$ cat src/rtl/jace_sram_pkg.sv
// Shared definitions for the external SRAM arbiter: the FSM state type and
// the SRAM address width.
package jace_sram_pkg;

    localparam int SRAM_AW = 21;

    typedef enum logic [2:0] {
        IDLE     = 3'd0,
        CPU_ACC  = 3'd1,
        CPU_HOLD = 3'd2,
        DMA_ACC  = 3'd3,
        DMA_END  = 3'd4
    } sram_state_t;

endpackage : jace_sram_pkg

$ cat src/rtl/sram_arbiter.sv
// Shares the external SRAM between the Z80 (through WAIT stalls) and a
// byte-wide DMA requester, one fixed-length access at a time.
//
// DMA handshake: dma_req is a level that the requester holds, with stable
// dma_we/dma_addr/dma_wdata, until it sees dma_ack. dma_ack is a one-cycle
// pulse that marks completion; dma_rdata is valid in that same cycle. The
// request is only sampled in IDLE, so a request still high during the ack
// cycle is not mistaken for a new one. Once an access has started it always
// completes and acks, even if dma_req is withdrawn early.
module sram_arbiter
    import jace_sram_pkg::*;
#(
    parameter int ACC_CYCLES   = 2,
    parameter int STARVE_LIMIT = 64
) (
    input  logic               clk65,
    input  logic               reset_n,
    input  logic [15:0]        cpu_addr,
    input  logic               cpu_mreq_n,
    input  logic               cpu_rd_n,
    input  logic               cpu_wr_n,
    input  logic               cpu_sel,
    input  logic [7:0]         cpu_wdata,
    output logic [7:0]         cpu_rdata,
    output logic               cpu_wait_n,
    input  logic               dma_req,
    input  logic               dma_we,
    input  logic [SRAM_AW-1:0] dma_addr,
    input  logic [7:0]         dma_wdata,
    output logic               dma_ack,
    output logic [7:0]         dma_rdata,
    output logic [SRAM_AW-1:0] ext_sram_addr,
    output logic [7:0]         data_to_sram,
    input  logic [7:0]         data_from_sram,
    output logic               sram_we_n,
    output logic               sram_oe_n,
    output sram_state_t        dbg_state
);

    localparam int ACC_W = $clog2(ACC_CYCLES + 1);
    localparam int ST_W  = $clog2(STARVE_LIMIT + 1);
    localparam logic [ACC_W-1:0] ACC_LAST = ACC_W'(ACC_CYCLES);
    localparam logic [ST_W-1:0]  ST_MAX   = ST_W'(STARVE_LIMIT);

    sram_state_t        r_state;
    logic [ACC_W-1:0]   r_acc_cnt;
    logic [ST_W-1:0]    r_starve;
    logic               r_is_write;
    logic [SRAM_AW-1:0] r_addr;
    logic [7:0]         r_wdata;
    logic               r_we_n;
    logic               r_oe_n;
    logic [7:0]         r_cpu_rdata;
    logic [7:0]         r_dma_rdata;
    logic               r_dma_ack;

    logic w_cpu_req;
    logic w_starved;
    logic w_cpu_grant;
    logic w_dma_grant;
    logic w_acc_last;

    assign w_cpu_req   = cpu_sel & ~cpu_mreq_n & (~cpu_rd_n | ~cpu_wr_n);
    assign w_starved   = (r_starve == ST_MAX);
    // The CPU wins ties in IDLE unless the DMA side has waited long enough.
    assign w_cpu_grant = (r_state == IDLE) & w_cpu_req & ~(w_starved & dma_req);
    assign w_dma_grant = (r_state == IDLE) & dma_req & ~w_cpu_grant;
    assign w_acc_last  = (r_acc_cnt == ACC_LAST);

    // Stall the CPU whenever it requests and its access has not finished yet.
    assign cpu_wait_n    = ~(w_cpu_req & (r_state != CPU_HOLD));
    assign cpu_rdata     = r_cpu_rdata;
    assign dma_ack       = r_dma_ack;
    assign dma_rdata     = r_dma_rdata;
    assign ext_sram_addr = r_addr;
    assign data_to_sram  = r_wdata;
    assign sram_we_n     = r_we_n;
    assign sram_oe_n     = r_oe_n;
    assign dbg_state     = r_state;

    // Starvation guard: age a waiting DMA request, restart when it is granted.
    always_ff @(posedge clk65 or negedge reset_n) begin
        if (!reset_n) begin
            r_starve <= '0;
        end else if (w_dma_grant) begin
            r_starve <= '0;
        end else if (dma_req && !r_dma_ack && !w_starved) begin
            r_starve <= r_starve + ST_W'(1);
        end
    end

    // Arbitration FSM with registered SRAM strobes, address, data and acks.
    always_ff @(posedge clk65 or negedge reset_n) begin
        if (!reset_n) begin
            r_state     <= IDLE;
            r_acc_cnt   <= '0;
            r_is_write  <= 1'b0;
            r_addr      <= '0;
            r_wdata     <= '0;
            r_we_n      <= 1'b1;
            r_oe_n      <= 1'b1;
            r_cpu_rdata <= '0;
            r_dma_rdata <= '0;
            r_dma_ack   <= 1'b0;
        end else begin
            r_dma_ack <= 1'b0;
            case (r_state)
                IDLE: begin
                    if (w_cpu_grant) begin
                        r_state    <= CPU_ACC;
                        r_acc_cnt  <= ACC_W'(1);
                        r_addr     <= {5'b00000, cpu_addr};
                        r_is_write <= ~cpu_wr_n;
                        if (!cpu_wr_n) begin
                            r_wdata <= cpu_wdata;
                            r_we_n  <= 1'b0;
                        end else begin
                            r_oe_n  <= 1'b0;
                        end
                    end else if (w_dma_grant) begin
                        r_state    <= DMA_ACC;
                        r_acc_cnt  <= ACC_W'(1);
                        r_addr     <= dma_addr;
                        r_is_write <= dma_we;
                        if (dma_we) begin
                            r_wdata <= dma_wdata;
                            r_we_n  <= 1'b0;
                        end else begin
                            r_oe_n  <= 1'b0;
                        end
                    end
                end
                CPU_ACC: begin
                    if (w_acc_last) begin
                        r_we_n  <= 1'b1;
                        r_oe_n  <= 1'b1;
                        r_state <= CPU_HOLD;
                        if (!r_is_write) begin
                            r_cpu_rdata <= data_from_sram;
                        end
                    end else begin
                        r_acc_cnt <= r_acc_cnt + ACC_W'(1);
                    end
                end
                CPU_HOLD: begin
                    // One access per bus cycle: wait for the strobes to go away.
                    if (!w_cpu_req) begin
                        r_state <= IDLE;
                    end
                end
                DMA_ACC: begin
                    if (w_acc_last) begin
                        r_we_n    <= 1'b1;
                        r_oe_n    <= 1'b1;
                        r_dma_ack <= 1'b1;
                        r_state   <= DMA_END;
                        if (!r_is_write) begin
                            r_dma_rdata <= data_from_sram;
                        end
                    end else begin
                        r_acc_cnt <= r_acc_cnt + ACC_W'(1);
                    end
                end
                DMA_END: begin
                    r_state <= IDLE;
                end
                default: begin
                    r_state <= IDLE;
                    r_we_n  <= 1'b1;
                    r_oe_n  <= 1'b1;
                end
            endcase
        end
    end

endmodule : sram_arbiter

$ cat config.mk
export PLATFORM = sky130hd
export DESIGN_NAME = sram_arbiter
export DESIGN_NICKNAME = d
export VERILOG_FILES = /design/src/rtl/jace_sram_pkg.sv /design/src/rtl/sram_arbiter.sv
export SDC_FILE = /design/constraint.sdc
export NUM_CORES = 1
export LEC_CHECK = 0
export ABC_AREA = 0
export BUFFER_PORTS_ARGS = -buffer_cell sky130_fd_sc_hd__buf_2
export CELL_PAD_IN_SITES_DETAIL_PLACEMENT = 2
export CELL_PAD_IN_SITES_GLOBAL_PLACEMENT = 2
export CORE_UTILIZATION = 31
export CTS_BUF_LIST = sky130_fd_sc_hd__clkbuf_4 sky130_fd_sc_hd__clkbuf_8 sky130_fd_sc_hd__clkbuf_16
export DETAILED_ROUTE_END_ITERATION = 8
export MAX_ROUTING_LAYER = met4
export PLACE_DENSITY = 0.83
export SYNTH_ARGS = -nofsm -noshare
export SYNTH_HDL_FRONTEND = slang
export SYNTH_SLANG_ARGS = --single-unit
$ cat constraint.sdc
create_clock -name clk65 -period 6.5 [get_ports clk65]
set_input_delay 0.65 -clock clk65 [delete_from_list [all_inputs] [get_ports clk65]]
set_output_delay 0.65 -clock clk65 [all_outputs]
set_load 0.05 [all_outputs]
==> metrics <==
Num CTS Buffers=9; Yosys warning total=0; reg2reg path depth=5; part of the cycle the worst path needs=0.355; drt total wl=7600 um; critical path fanouts, max=25; clock-pin slew on the worst setup and hold paths=roughly 0.07 ns; CP startpoint=dbg_state[1]; Placer Congestion=between 0.7 and 0.8; drt wl/cell=between 15 and 20 um; post-CTS repair timing setup buffer count=0; worst r2r dst=data_to_sram[2]; vias post-DR=between 2000 and 2500; max-cap viol count=0; post-synth top area share=0.522; distinct cell type count after synthesis=40; peak supply drop=between 200 and 250 uV; Total Routing Usage GR=0.178; initial antenna violation count=0; die width=just under 100 um; Arr. time, crit path=between 2 and 3 ns; fin util=0.420; Resized cells post-CTS=0; worst r2r src=dbg_state[1]; Post-DP HPWL=approximately 5600 um; Worst setup SP type=flop; sequential share of the synthesized area=0.541; clock skew=0.0108 ns; num rows=34; Fin. Hold Viols=0; cell area after technology mapping=about 0.0028 mm^2; Vias/cell=between 4 and 5; post-synthesis cell count=between 200 and 250; Max Freq=roughly 0.43 GHz; input/output buffers=between 100 and 150; cells along the critical path=or3_4 -> nor3_4 -> buf_4 -> mux2_2 -> mux2_2; relative max-transition margin=0.454; area grow syn2layout=30.3%; critical path type=flop to flop; maximum buffer depth of the clock tree=2; Seq cells post-synth=between 60 and 70; Overflow after GRT=0; Worst Path Buf+Inv=1; fillers=956; CTS sink cnt=about 60; Sum Neg Setup Slack=0 ns; syn avg cell area=roughly 12 um^2; FF-to-FF setup slack=around 4.2 ns; hold crit path type=input port to async pin; diode count=0; Slew Limit Fails=0; clk_lat worst skew=approximately 0.34 ns; detailed-router iteration count before antenna repair=4; biggest area consumer among synthesized cells=dfrtp_1; Root Buffer=clkbuf_8; IO Count=121; Overall Power=roughly 2100 uW; Tmin final=between 2 and 2.5 ns; Critical Path Sink Type=flop; largest net degree at the start of global routing=62; # hold bufs at CTS=0; CTS tree=yes; Tightest Pin Transition=0.816 ns; Final setup viols=0; unrepaired setup endpoints after global routing=false; share of cells above drive strength 1=0.499; CP Depth=5; static leakage=around 0.0018 uW; DRC Markers=0; Area contributors post-synth=dfrtp_1, mux2_2, mux2i_1; vias in the first global route=~2500; first-pass GRT wire length=between 10000 and 15000 um; Setup crit end=data_to_sram[2]; Post-Syn Nets=around 310; die height=between 90 and 100 um; Slowest-stage cell, CP=dfrtp_1; status=complete, no violations; Core ar.=0.00876 mm^2; PwrDens=between 500 and 600 mW/mm^2; die area=about 0.0095 mm^2; Starting Density=0.323; Routed Antenna Nets=0; Final nets=432; H-tree Lvls=3; crit-path max cell delay=approximately 0.52 ns; DRT iter0 DRCs=a little over 80; delay-heaviest family, CP=multiplexers; Worst EP required=between 6 and 7 ns; cell mode on critical path=mux2_2
==> where the power goes <==
group	internal, uW	total [uW]	switching [uW]
clock	139	303	164
combinational	305	1100	794
sequential	555	666	111
total	999	2070	1070
==> area by class of cell <==
cell class / instances / area [um^2] / share of cell area
Sequential cell: 61 / 1530 / 0.415
Inverter: 8 / 30.0 / 0.00815
Multi-Input combinational cell: 157 / 1190 / 0.323
Clock inverter: 7 / 51.3 / 0.0139
Timing Repair Buffer: 123 / 623 / 0.169
Tap cell: 108 / 135 / 0.0367
Clock buffer: 9 / 124 / 0.0336
==> cell usage after synthesis (all sizes together) <==
library cell  number
or2b               1
and3b              2
ha                 3
o31ai              1
a2bb2oi            1
xnor2              4
dfstp              2
a21boi             1
xor2               3
nor4b              1
and4               1
nand3              3
o21ai             20
nand2             25
or4b               1
clkbuf             5
and3               4
o221ai             1
nor2b              2
a311oi             1
inv                8
mux2i             16
buf                6
dfrtp             59
o2bb2ai            1
a22o               5
or4                1
o21a               1
a21oi              6
nand3b             1
mux2              33
or3                1
nor2              15
nor3               2
==> cells by family (layout without fill, tap and decap cells) <==
group | after synthesis | count (layout) | share of synthesized area
simple gates | 60 | 60 | 0.109
mux | 49 | 49 | 0.188
xor+xnor | 7 | 7 | 0.0217
flops | 61 | 61 | 0.541
buf+inv | 19 | 147 | 0.0390
compound gates | 38 | 38 | 0.0877
fa+ha+maj | 3 | 3 | 0.0133
==> per-layer routing <==
layer  GRT usage  vias to the layer above  routed length [um]
met5           -                        -                   0
met4      0.0611                        0                  92
met3      0.0345                        7                 345
met2       0.290                       79                3830
met1       0.222                     1116                3330
li1            -                     1075                   -
==> worst reg2reg max path, stage by stage, from the launching register on <==
cell     delay, ns
dfrtp_1       0.52
or3_4         0.46
nor3_4        0.16
buf_4         0.40
mux2_2        0.40
mux2_2        0.27
==> stage by stage <==
stage               worst slack, ns  std cells  hold WS, ns  cell area, um^2
finish                         4.19        473        0.470             3680
global route                   4.02        473        0.518             3680
CTS                            4.16        473        0.486             3680
detailed placement             4.07        457        0.470             3510
global placement               4.14        457        0.459             3510
floorplan                      4.11        237        0.354             2830
==> sequential cells by signal (all words and copies together), names as in the netlist <==
signal         cells
sram_oe_n          1
dma_rdata          8
dma_ack            1
data_to_sram       8
sram_we_n          1
cpu_rdata          8
dbg_state          3
r_acc_cnt          2
r_starve           7
r_is_write         1
ext_sram_addr     21
==> worst min-delay path by stage <==
stage,end,startpoint,slack (ns),cells after the start
floorplan,cpu_rdata[0],reset_n,0.35,0
global placement,ext_sram_addr[5],ext_sram_addr[5],0.46,2
detailed placement,ext_sram_addr[0],ext_sram_addr[0],0.47,2
CTS,ext_sram_addr[0],ext_sram_addr[0],0.49,2
global route,ext_sram_addr[15],ext_sram_addr[15],0.52,2
finish,r_starve[6],reset_n,0.47,2
==> placed cells by master, fill, tap and decap left out, types with 4 or more instances in the layout <==
cell type    n
dfrtp_1     59
mux2_2      33
mux2i_1     16
nand2_1     25
nor2_1      15
and3_1       4
inv_1        8
a21oi_1      6
buf_2      120
o21ai_1      8
xnor2_1      4
o21ai_0     10
a22o_1       5
clkbuf_8     9
No activity file was read; power rests on OpenSTA's default activity.
